File: src/rtl/stage_fetch.sv
// Instruction fetch stage: owns the PC, issues Wishbone-classic reads and hands
// instructions to decode through a registered output slot backed by a one-entry skid.
module stage_fetch #(
    parameter logic [31:0] RESET_ADDR = 32'h8000_0000,
    parameter logic [31:0] NOP_INST   = 32'h0000_0013
) (
    input  logic        clk_i,
    input  logic        rst_i,
    output logic [31:0] iwbm_addr_o,
    output logic        iwbm_cyc_o,
    output logic        iwbm_stb_o,
    input  logic [31:0] iwbm_dat_i,
    input  logic        iwbm_ack_i,
    input  logic        iwbm_err_i,
    input  logic        is_br_j_taken_i,
    input  logic [31:0] br_j_addr_i,
    input  logic        trap_i,
    input  logic [31:0] trap_addr_i,
    input  logic        stall_i,
    output logic [31:0] inst_o,
    output logic [31:0] pc_o,
    output logic        valid_o,
    output logic        e_inst_access_fault_o,
    output logic [2:0]  dbg_state_o
);

    // Handshake: a bus beat completes on an edge where cyc&stb&(ack|err); the
    // output slot drains on an edge where valid_o=1 and stall_i=0.
    typedef enum logic [2:0] {
        S_IDLE  = 3'd0,
        S_FETCH = 3'd1,
        S_HOLD  = 3'd2,
        S_DROP  = 3'd3,
        S_FAULT = 3'd4
    } state_t;

    state_t      r_state;
    logic [31:0] r_addr;
    logic [31:0] r_target;
    logic        r_cyc;

    logic [31:0] r_inst;
    logic [31:0] r_pc_out;
    logic        r_valid;
    logic        r_fault;

    logic [31:0] r_skid_inst;
    logic [31:0] r_skid_pc;
    logic        r_skid_fault;
    logic        r_skid_valid;

    logic        w_done;
    logic        w_err;
    logic        w_ack;
    logic        w_redirect;
    logic [31:0] w_target;
    logic        w_drain;
    logic        w_slot_free;
    logic [31:0] w_addr_next;

    assign w_done      = r_cyc & (iwbm_ack_i | iwbm_err_i);
    assign w_err       = w_done & iwbm_err_i;
    assign w_ack       = w_done & ~iwbm_err_i;
    assign w_redirect  = trap_i | is_br_j_taken_i;
    assign w_target    = trap_i ? {trap_addr_i[31:2], 2'b00} : {br_j_addr_i[31:2], 2'b00};
    assign w_drain     = r_valid & ~stall_i;
    assign w_slot_free = ~r_valid | ~stall_i;
    assign w_addr_next = r_addr + 32'd4;

    always_ff @(posedge clk_i or posedge rst_i) begin
        if (rst_i) begin
            r_state      <= S_IDLE;
            r_addr       <= RESET_ADDR;
            r_target     <= RESET_ADDR;
            r_cyc        <= 1'b0;
            r_inst       <= NOP_INST;
            r_pc_out     <= 32'd0;
            r_valid      <= 1'b0;
            r_fault      <= 1'b0;
            r_skid_inst  <= NOP_INST;
            r_skid_pc    <= 32'd0;
            r_skid_fault <= 1'b0;
            r_skid_valid <= 1'b0;
        end else if (w_redirect) begin
            r_valid      <= 1'b0;
            r_fault      <= 1'b0;
            r_inst       <= NOP_INST;
            r_skid_valid <= 1'b0;
            r_skid_fault <= 1'b0;
            r_target     <= w_target;
            // An outstanding beat must finish on its old address before retargeting.
            if (r_cyc && !w_done) begin
                r_state <= S_DROP;
            end else begin
                r_state <= S_FETCH;
                r_addr  <= w_target;
                r_cyc   <= 1'b1;
            end
        end else begin
            if (w_drain) begin
                r_valid <= 1'b0;
            end
            case (r_state)
                S_IDLE: begin
                    r_state <= S_FETCH;
                    r_cyc   <= 1'b1;
                end
                S_FETCH: begin
                    if (w_err) begin
                        r_state <= S_FAULT;
                        r_cyc   <= 1'b0;
                        if (w_slot_free) begin
                            r_valid  <= 1'b1;
                            r_inst   <= NOP_INST;
                            r_pc_out <= r_addr;
                            r_fault  <= 1'b1;
                        end else begin
                            r_skid_valid <= 1'b1;
                            r_skid_inst  <= NOP_INST;
                            r_skid_pc    <= r_addr;
                            r_skid_fault <= 1'b1;
                        end
                    end else if (w_ack) begin
                        r_addr <= w_addr_next;
                        if (w_slot_free) begin
                            r_valid  <= 1'b1;
                            r_inst   <= iwbm_dat_i;
                            r_pc_out <= r_addr;
                            r_fault  <= 1'b0;
                        end else begin
                            r_skid_valid <= 1'b1;
                            r_skid_inst  <= iwbm_dat_i;
                            r_skid_pc    <= r_addr;
                            r_skid_fault <= 1'b0;
                            r_state      <= S_HOLD;
                            r_cyc        <= 1'b0;
                        end
                    end
                end
                S_HOLD: begin
                    if (w_drain) begin
                        r_valid      <= 1'b1;
                        r_inst       <= r_skid_inst;
                        r_pc_out     <= r_skid_pc;
                        r_fault      <= r_skid_fault;
                        r_skid_valid <= 1'b0;
                        r_state      <= S_FETCH;
                        r_cyc        <= 1'b1;
                    end
                end
                S_DROP: begin
                    if (w_done) begin
                        r_state <= S_FETCH;
                        r_addr  <= r_target;
                    end
                end
                S_FAULT: begin
                    // A fault recorded while decode was stalled waits in the skid.
                    if (w_drain && r_skid_valid) begin
                        r_valid      <= 1'b1;
                        r_inst       <= r_skid_inst;
                        r_pc_out     <= r_skid_pc;
                        r_fault      <= r_skid_fault;
                        r_skid_valid <= 1'b0;
                    end
                end
                default: begin
                    r_state <= S_IDLE;
                    r_cyc   <= 1'b0;
                end
            endcase
        end
    end

    assign iwbm_addr_o           = r_addr;
    assign iwbm_cyc_o            = r_cyc;
    assign iwbm_stb_o            = r_cyc;
    assign inst_o                = r_inst;
    assign pc_o                  = r_pc_out;
    assign valid_o               = r_valid;
    assign e_inst_access_fault_o = r_fault;
    assign dbg_state_o           = r_state;

endmodule
File: config.mk
export PLATFORM = sky130hd
export DESIGN_NAME = stage_fetch
export DESIGN_NICKNAME = d
export VERILOG_FILES = /design/src/rtl/stage_fetch.sv
export SDC_FILE = /design/constraint.sdc
export NUM_CORES = 1
export LEC_CHECK = 0
export CORE_MARGIN = 2
export CORE_UTILIZATION = 56
export CTS_CLUSTER_SIZE = 10
export DETAILED_ROUTE_END_ITERATION = 8
export GPL_TIMING_DRIVEN = 0
export PLACE_DENSITY = 0.86
export SETUP_SLACK_MARGIN = 0.3
export SLEW_MARGIN = 20
export SYNTH_ARGS = -nofsm -noshare
export SYNTH_HDL_FRONTEND = slang
export SYNTH_SLANG_ARGS = --single-unit
File: constraint.sdc
create_clock -name clk_i -period 17.5 [get_ports clk_i]
set_input_delay 4.375 -clock clk_i [delete_from_list [all_inputs] [get_ports clk_i]]
set_output_delay 4.375 -clock clk_i [all_outputs]
set_load 0.02 [all_outputs]
==> results of run 1 <==
[placed cells by master, fill, tap and decap left out, drive strengths merged, types with 4 or more instances in the layout]
cell	n
nand4	8
inv	43
mux2	55
a21o	8
nand2	112
and2	34
conb	4
a31oi	10
nand3	14
a221oi	30
and3	10
o32a	7
xnor2	7
o22ai	36
xor2	8
o21ai	97
nor4	5
buf	42
nor2	59
a211oi	4
clkbuf	59
dfstp	8
a21oi	30
nand2b	13
mux2i	56
a221o	4
nor3b	5
o211ai	7
clkdlybuf4s50	196
dfrtp	184
nor3	6
[state kept, by name, summed over array words and instances (netlist names)]
| register | count |
|---|---|
| r_skid_pc | 30 |
| pc_o | 30 |
| iwbm_cyc_o | 1 |
| iwbm_addr_o | 30 |
| dbg_state_o | 3 |
| r_skid_fault | 1 |
| e_inst_access_fault_o | 1 |
| valid_o | 1 |
| r_skid_inst | 32 |
| inst_o | 32 |
| r_target | 30 |
| r_skid_valid | 1 |
[layout make-up]
class | count | area (um^2)
multi-input cells | 674 | 4640
repair buffers | 198 | 2020
plain buffers | 81 | 400
clock buffers | 18 | 439
flip-flops and latches | 192 | 4810
clock inverters | 14 | 170
well taps | 225 | 282
inverters | 36 | 143
fillers | 1213 | 4460
[worst register-to-register path: stages, from the launching register on]
cell and delay, ns:
dfrtp_1 0.45, buf_2 0.22, nand2b_1 0.21, a21oi_1 0.83, o21ai_2 0.23, buf_2 0.27
a221oi_1 0.34
[metrics by stage]
stage	util, %	hold WS, ns	instance area (um^2)
final	74.3	0.478	12900
after detailed placement	70.8	0.460	12300
after floorplan	-	0.435	9990
after global routing	74.3	0.492	12900
after CTS	74.3	0.478	12900
after global placement	70.5	0.454	12200
[worst min-delay path by stage]
stage,start,endpoint
6_report,r_target[30],r_target[30]
2_1_floorplan,r_target[28],r_target[28]
4_1_cts,r_target[30],r_target[30]
5_1_grt,r_target[24],r_target[24]
3_5_place_dp,r_target[30],r_target[30]
3_3_place_gp,r_target[23],r_target[23]
[where the power goes]
part	switching [mW]	leakage (nW)	internal, mW
logic	0.276	3.17	0.239
clock network	0.185	0.294	0.220
registers	0.0790	2.46	0.538
[logic make-up (layout without fill, tap and decap cells)]
kind of cell / Yosys count / count (layout) / share of synthesized area [%]
AND/OR/NAND/NOR: 283 / 283 / 14.3
AO/OA/AOI/OAI: 260 / 260 / 16.8
flip-flops: 192 / 192 / 48.3
buffers and inverters: 117 / 347 / 5.37
multiplexers: 111 / 111 / 13.9
XOR/XNOR: 15 / 15 / 1.32
adder cells (fa/ha/maj): 1 / 1 / 0.125
other: 1 / 4 / 0.0376
[synth_stat cells, types with 6 or more instances]
cell type / number / area share, %
o22ai_1: 36 / 2.3
nor2_1: 57 / 2.1
buf_2: 26 / 1.3
nand4_1: 6 / 0.38
o21ai_0: 91 / 4.6
o32a_1: 7 / 0.70
a21oi_1: 30 / 1.5
mux2_4: 54 / 8.1
and3_1: 10 / 0.63
buf_6: 6 / 0.68
nand2_1: 111 / 4.2
o211ai_1: 7 / 0.53
inv_1: 36 / 1.4
xor2_1: 8 / 0.70
dfrtp_1: 184 / 46
xnor2_1: 7 / 0.61
clkbuf_1: 41 / 1.5
a21o_1: 8 / 0.60
nand2b_1: 13 / 0.82
dfstp_2: 8 / 2.1
nand3_1: 14 / 0.70
and2_1: 34 / 2.1
mux2i_1: 56 / 5.6
a221oi_1: 30 / 2.6
a31oi_1: 10 / 0.63
[routing by layer]
layer  GRT usage [%]  vias up  share of wire, %
met2            52.8      558                49
li1                -     3936                 -
met1            42.0     4295                39
met3            7.03       66               9.4
met4            12.5        0               2.8
met5               0        -                 0
==> impl_metrics.json, run 1 <==
{
  "drc_errors": 0,
  "dieWidth_um": 137,
  "final-max-slew-violation-count": 0,
  "tightest_slew_ns": 1.05,
  "total_power_mw": 1.54,
  "cts_made_buffers": 17,
  "ctsLongestPathBuffers": 2,
  "setup-violations-final": 0,
  "wl_per_cell_um": 20.8,
  "clk_latency_ns": 0.44,
  "vias": 8855,
  "cts_root_buf": "clkbuf_16",
  "numPortBuffers": 196,
  "startpoint": "trap_i",
  "drv_cap": 0,
  "drive_above_1_share_pct": 12.0,
  "clkTransAtPathRegs_ns": 0.07,
  "die_area_um2": 18900,
  "crit_type": "in -> reg",
  "ys_ff_latch": 192,
  "cts_tree": "done",
  "end_kind": "flop",
  "rows": 48,
  "critPathLaunchType": "input pin",
  "fin_nets": 1304,
  "synth-seq-area-share_pct": 48.3,
  "syn-cell-area_um2": 9970,
  "start_util_pct": 57.5,
  "fin_skew_ns": 0.0111,
  "synth.distinct_cells": 68,
  "setup_tns_ns": 0,
  "dp_hpwl_um": 21100,
  "synth_ff_type": "dfrtp_1",
  "min_path_cells": 2,
  "crit_top_cell": "clkbuf_1",
  "gp_congestion": 0.955,
  "synth-edff-count": 0,
  "grt_max_degree": 82,
  "peakVddDrop_uv": 81.8,
  "place_ws_ns": 10.53,
  "synth-async-reset-ratio_pct": 100,
  "status": "finished, final reports clean",
  "post-route-period-util_pct": 38.0,
  "routed_wl_um": 29900,
  "die_h_um": 137,
  "num_antenna_cells": 0,
  "overflow": 0,
  "crit_slowest_cell": "clkbuf_1",
  "grt_usage_pct": 32.3,
  "arrival_ns": 6.96,
  "cp.depth": 7,
  "via_per_inst": 6.16,
  "syn_area_per_cell_um2": 10.2,
  "htreeDepth": 4,
  "reg2reg_to": "inst_o[13]",
  "grt_pass1_vias": 8753,
  "leakage_nw": 5.92,
  "cp_max_fo": 10,
  "grt_pass1_wl_um": 46700,
  "rsz0062_at_grt": "false",
  "required_ns": 17.81,
  "core_area_um2": 17400,
  "place_inst": 1406,
  "cp_top_family": "buffers and inverters",
  "critPathBufInv": 4,
  "hold_violations": 0,
  "layout_setup_ws_ns": 10.85,
  "final_cells": 1438,
  "syn_inst": 980,
  "cts_setup_buffers": 0,
  "syn2layout_area_growth_pct": 29.3,
  "max_freq_ghz": 0.150,
  "hold_buffers": 0,
  "max_slew_margin_pct": 29.8,
  "min_path_type": "reg -> reg",
  "fin_crit_ns": 6.65,
  "cpPeakStageDelay_ns": 0.54,
  "antenna_found_initial": 0,
  "cellPowerDensity_nw_per_um2": 119,
  "crit_chain": "clkdlybuf4s50_1, clkbuf_1, clkbuf_1, buf_1, o21ai_0, mux2i_1, o211ai_1",
  "postCtsResizedCells": 0,
  "yosys_warnings": 0,
  "reg2reg_depth": 6,
  "cts.sinks": 192,
  "drtPass1Iterations": 6,
  "drt_iter0_markers": 944,
  "r2r_start": "dbg_state_o[2]",
  "endpoint": "iwbm_addr_o[27]",
  "pin_count": 206,
  "detail-route-antenna-nets": 0,
  "reg2reg_setup_slack_ns": 14.85
}
Note: power is estimated with default switching activity, not from simulation.
==> run 2: changes to the inputs <==
Settings changed: CORE_UTILIZATION 56 to 52, PLACE_DENSITY 0.86 to 0.81.
Clock period 17.5 ns to 6.4 ns, I/O delays scaled along.
==> impl_metrics.json, run 2 (synthesis results as in run 1) <==
{
  "status": "finished, final reports clean",
  "detail-route-antenna-nets": 0,
  "syn2layout_area_growth_pct": 30.0,
  "total_power_mw": 4.15,
  "fin_nets": 1308,
  "die_area_um2": 20300,
  "drc_errors": 0,
  "critPathLaunchType": "input pin",
  "arrival_ns": 4.16,
  "reg2reg_setup_slack_ns": 3.75,
  "htreeDepth": 4,
  "fill_cells": 1447,
  "cts_made_buffers": 17,
  "grt_max_degree": 35,
  "overflow": 0,
  "rows": 50,
  "drt_iter0_markers": 809,
  "drive_above_1_share_pct": 12.3,
  "pin_count": 206,
  "vias": 8681,
  "routed_wl_um": 28900,
  "place_inst": 1419,
  "hold_start": "r_target[30]",
  "r2r_start": "dbg_state_o[1]",
  "tightest_slew_ns": 1.03,
  "grt_pass1_wl_um": 45200,
  "drtPass1Iterations": 5,
  "antenna_found_initial": 0,
  "via_per_inst": 5.98,
  "final_cell_mix": "clkdlybuf4s50_1 (196), dfrtp_1 (184), nand2_1 (111)",
  "peakVddDrop_uv": 225,
  "grt_usage_pct": 28.7,
  "crit_type": "in -> reg",
  "post-route-period-util_pct": 59.4,
  "ctsLongestPathBuffers": 2,
  "hold_violations": 0,
  "cts_root_buf": "clkbuf_16",
  "core_area_um2": 18800,
  "fin_crit_ns": 3.80,
  "clkTransAtPathRegs_ns": 0.08,
  "cts_setup_buffers": 0,
  "startpoint": "trap_i",
  "postCtsResizedCells": 0,
  "final_cells": 1451,
  "holdWs_ns": 0.472,
  "numPortBuffers": 196,
  "die_h_um": 143,
  "cp_max_fo": 10,
  "wl_per_cell_um": 19.9,
  "drv_cap": 0,
  "fin_skew_ns": 0.0109,
  "grt_pass1_vias": 8361,
  "max_freq_ghz": 0.263,
  "cellPowerDensity_nw_per_um2": 320,
  "end_kind": "flop",
  "final-max-slew-violation-count": 0,
  "layout_commonest_cell": "clkdlybuf4s50_1",
  "required_ns": 6.76,
  "hold_buffers": 0,
  "min_path_type": "reg -> reg",
  "dieWidth_um": 143,
  "gp_congestion": 0.935,
  "cts.sinks": 192,
  "max_slew_margin_pct": 31.6,
  "cts_tree": "done",
  "clk_latency_ns": 0.45,
  "setup_tns_ns": 0,
  "num_antenna_cells": 0,
  "leakage_nw": 5.94,
  "dp_hpwl_um": 20800,
  "final_util_pct": 69.1,
  "start_util_pct": 53.1,
  "setup-violations-final": 0,
  "rsz0062_at_grt": "false"
}
==> run 2: worst paths after layout <==
kind,end,depth (start not counted)
setup reg to reg,pc_o[9],7
hold reg to reg,r_target[30],2
min in group asynchronous,r_skid_pc[10],2
max in group asynchronous,iwbm_addr_o[31],5
setup / recovery,iwbm_addr_o[16],8
hold / removal,r_target[30],2
==> run 2: area by class of cell <==
class                   instances  area (um^2)  area share (%)
flip-flops and latches        192         4810            37.1
multi-input cells             674         4640            35.8
clock buffers                  18          439            3.39
plain buffers                  81          400            3.09
clock inverters                14          146            1.13
inverters                      36          139            1.07
repair buffers                202         2100            16.2
well taps                     234          293            2.26
==> run 2: stage by stage <==
stage | cell area (um^2) | worst slack [ns]
final | 13000 | 2.60
after global routing | 13000 | 2.46
after CTS | 13000 | 2.63
after detailed placement | 12400 | 2.15
after global placement | 12200 | 0.787
after floorplan | 9990 | 2.33
==> run 2: critical path, cell delays in order <==
cell and delay (ns):
clkdlybuf4s50_1 0.57, clkbuf_1 0.40, clkbuf_1 0.51, buf_1 0.55, nand2_1 0.16, o21ai_0 0.12, mux2i_1 0.10, o211ai_1 0.13
==> run 2: routing by layer <==
metal,global-route usage [%],vias to the layer above,part of all wire (%),routed length [um]
met2,46.4,442,48,13800
met1,38.8,4225,41,11900
met4,10.4,0,2.6,750
met3,5.38,64,8.4,2430
li1,-,3950,-,-
met5,0,-,0,0
==> run 2: power by group <==
part           internal (mW)  switching [mW]
clock                  0.560           0.507
sequential              1.47           0.209
combinational          0.657           0.741
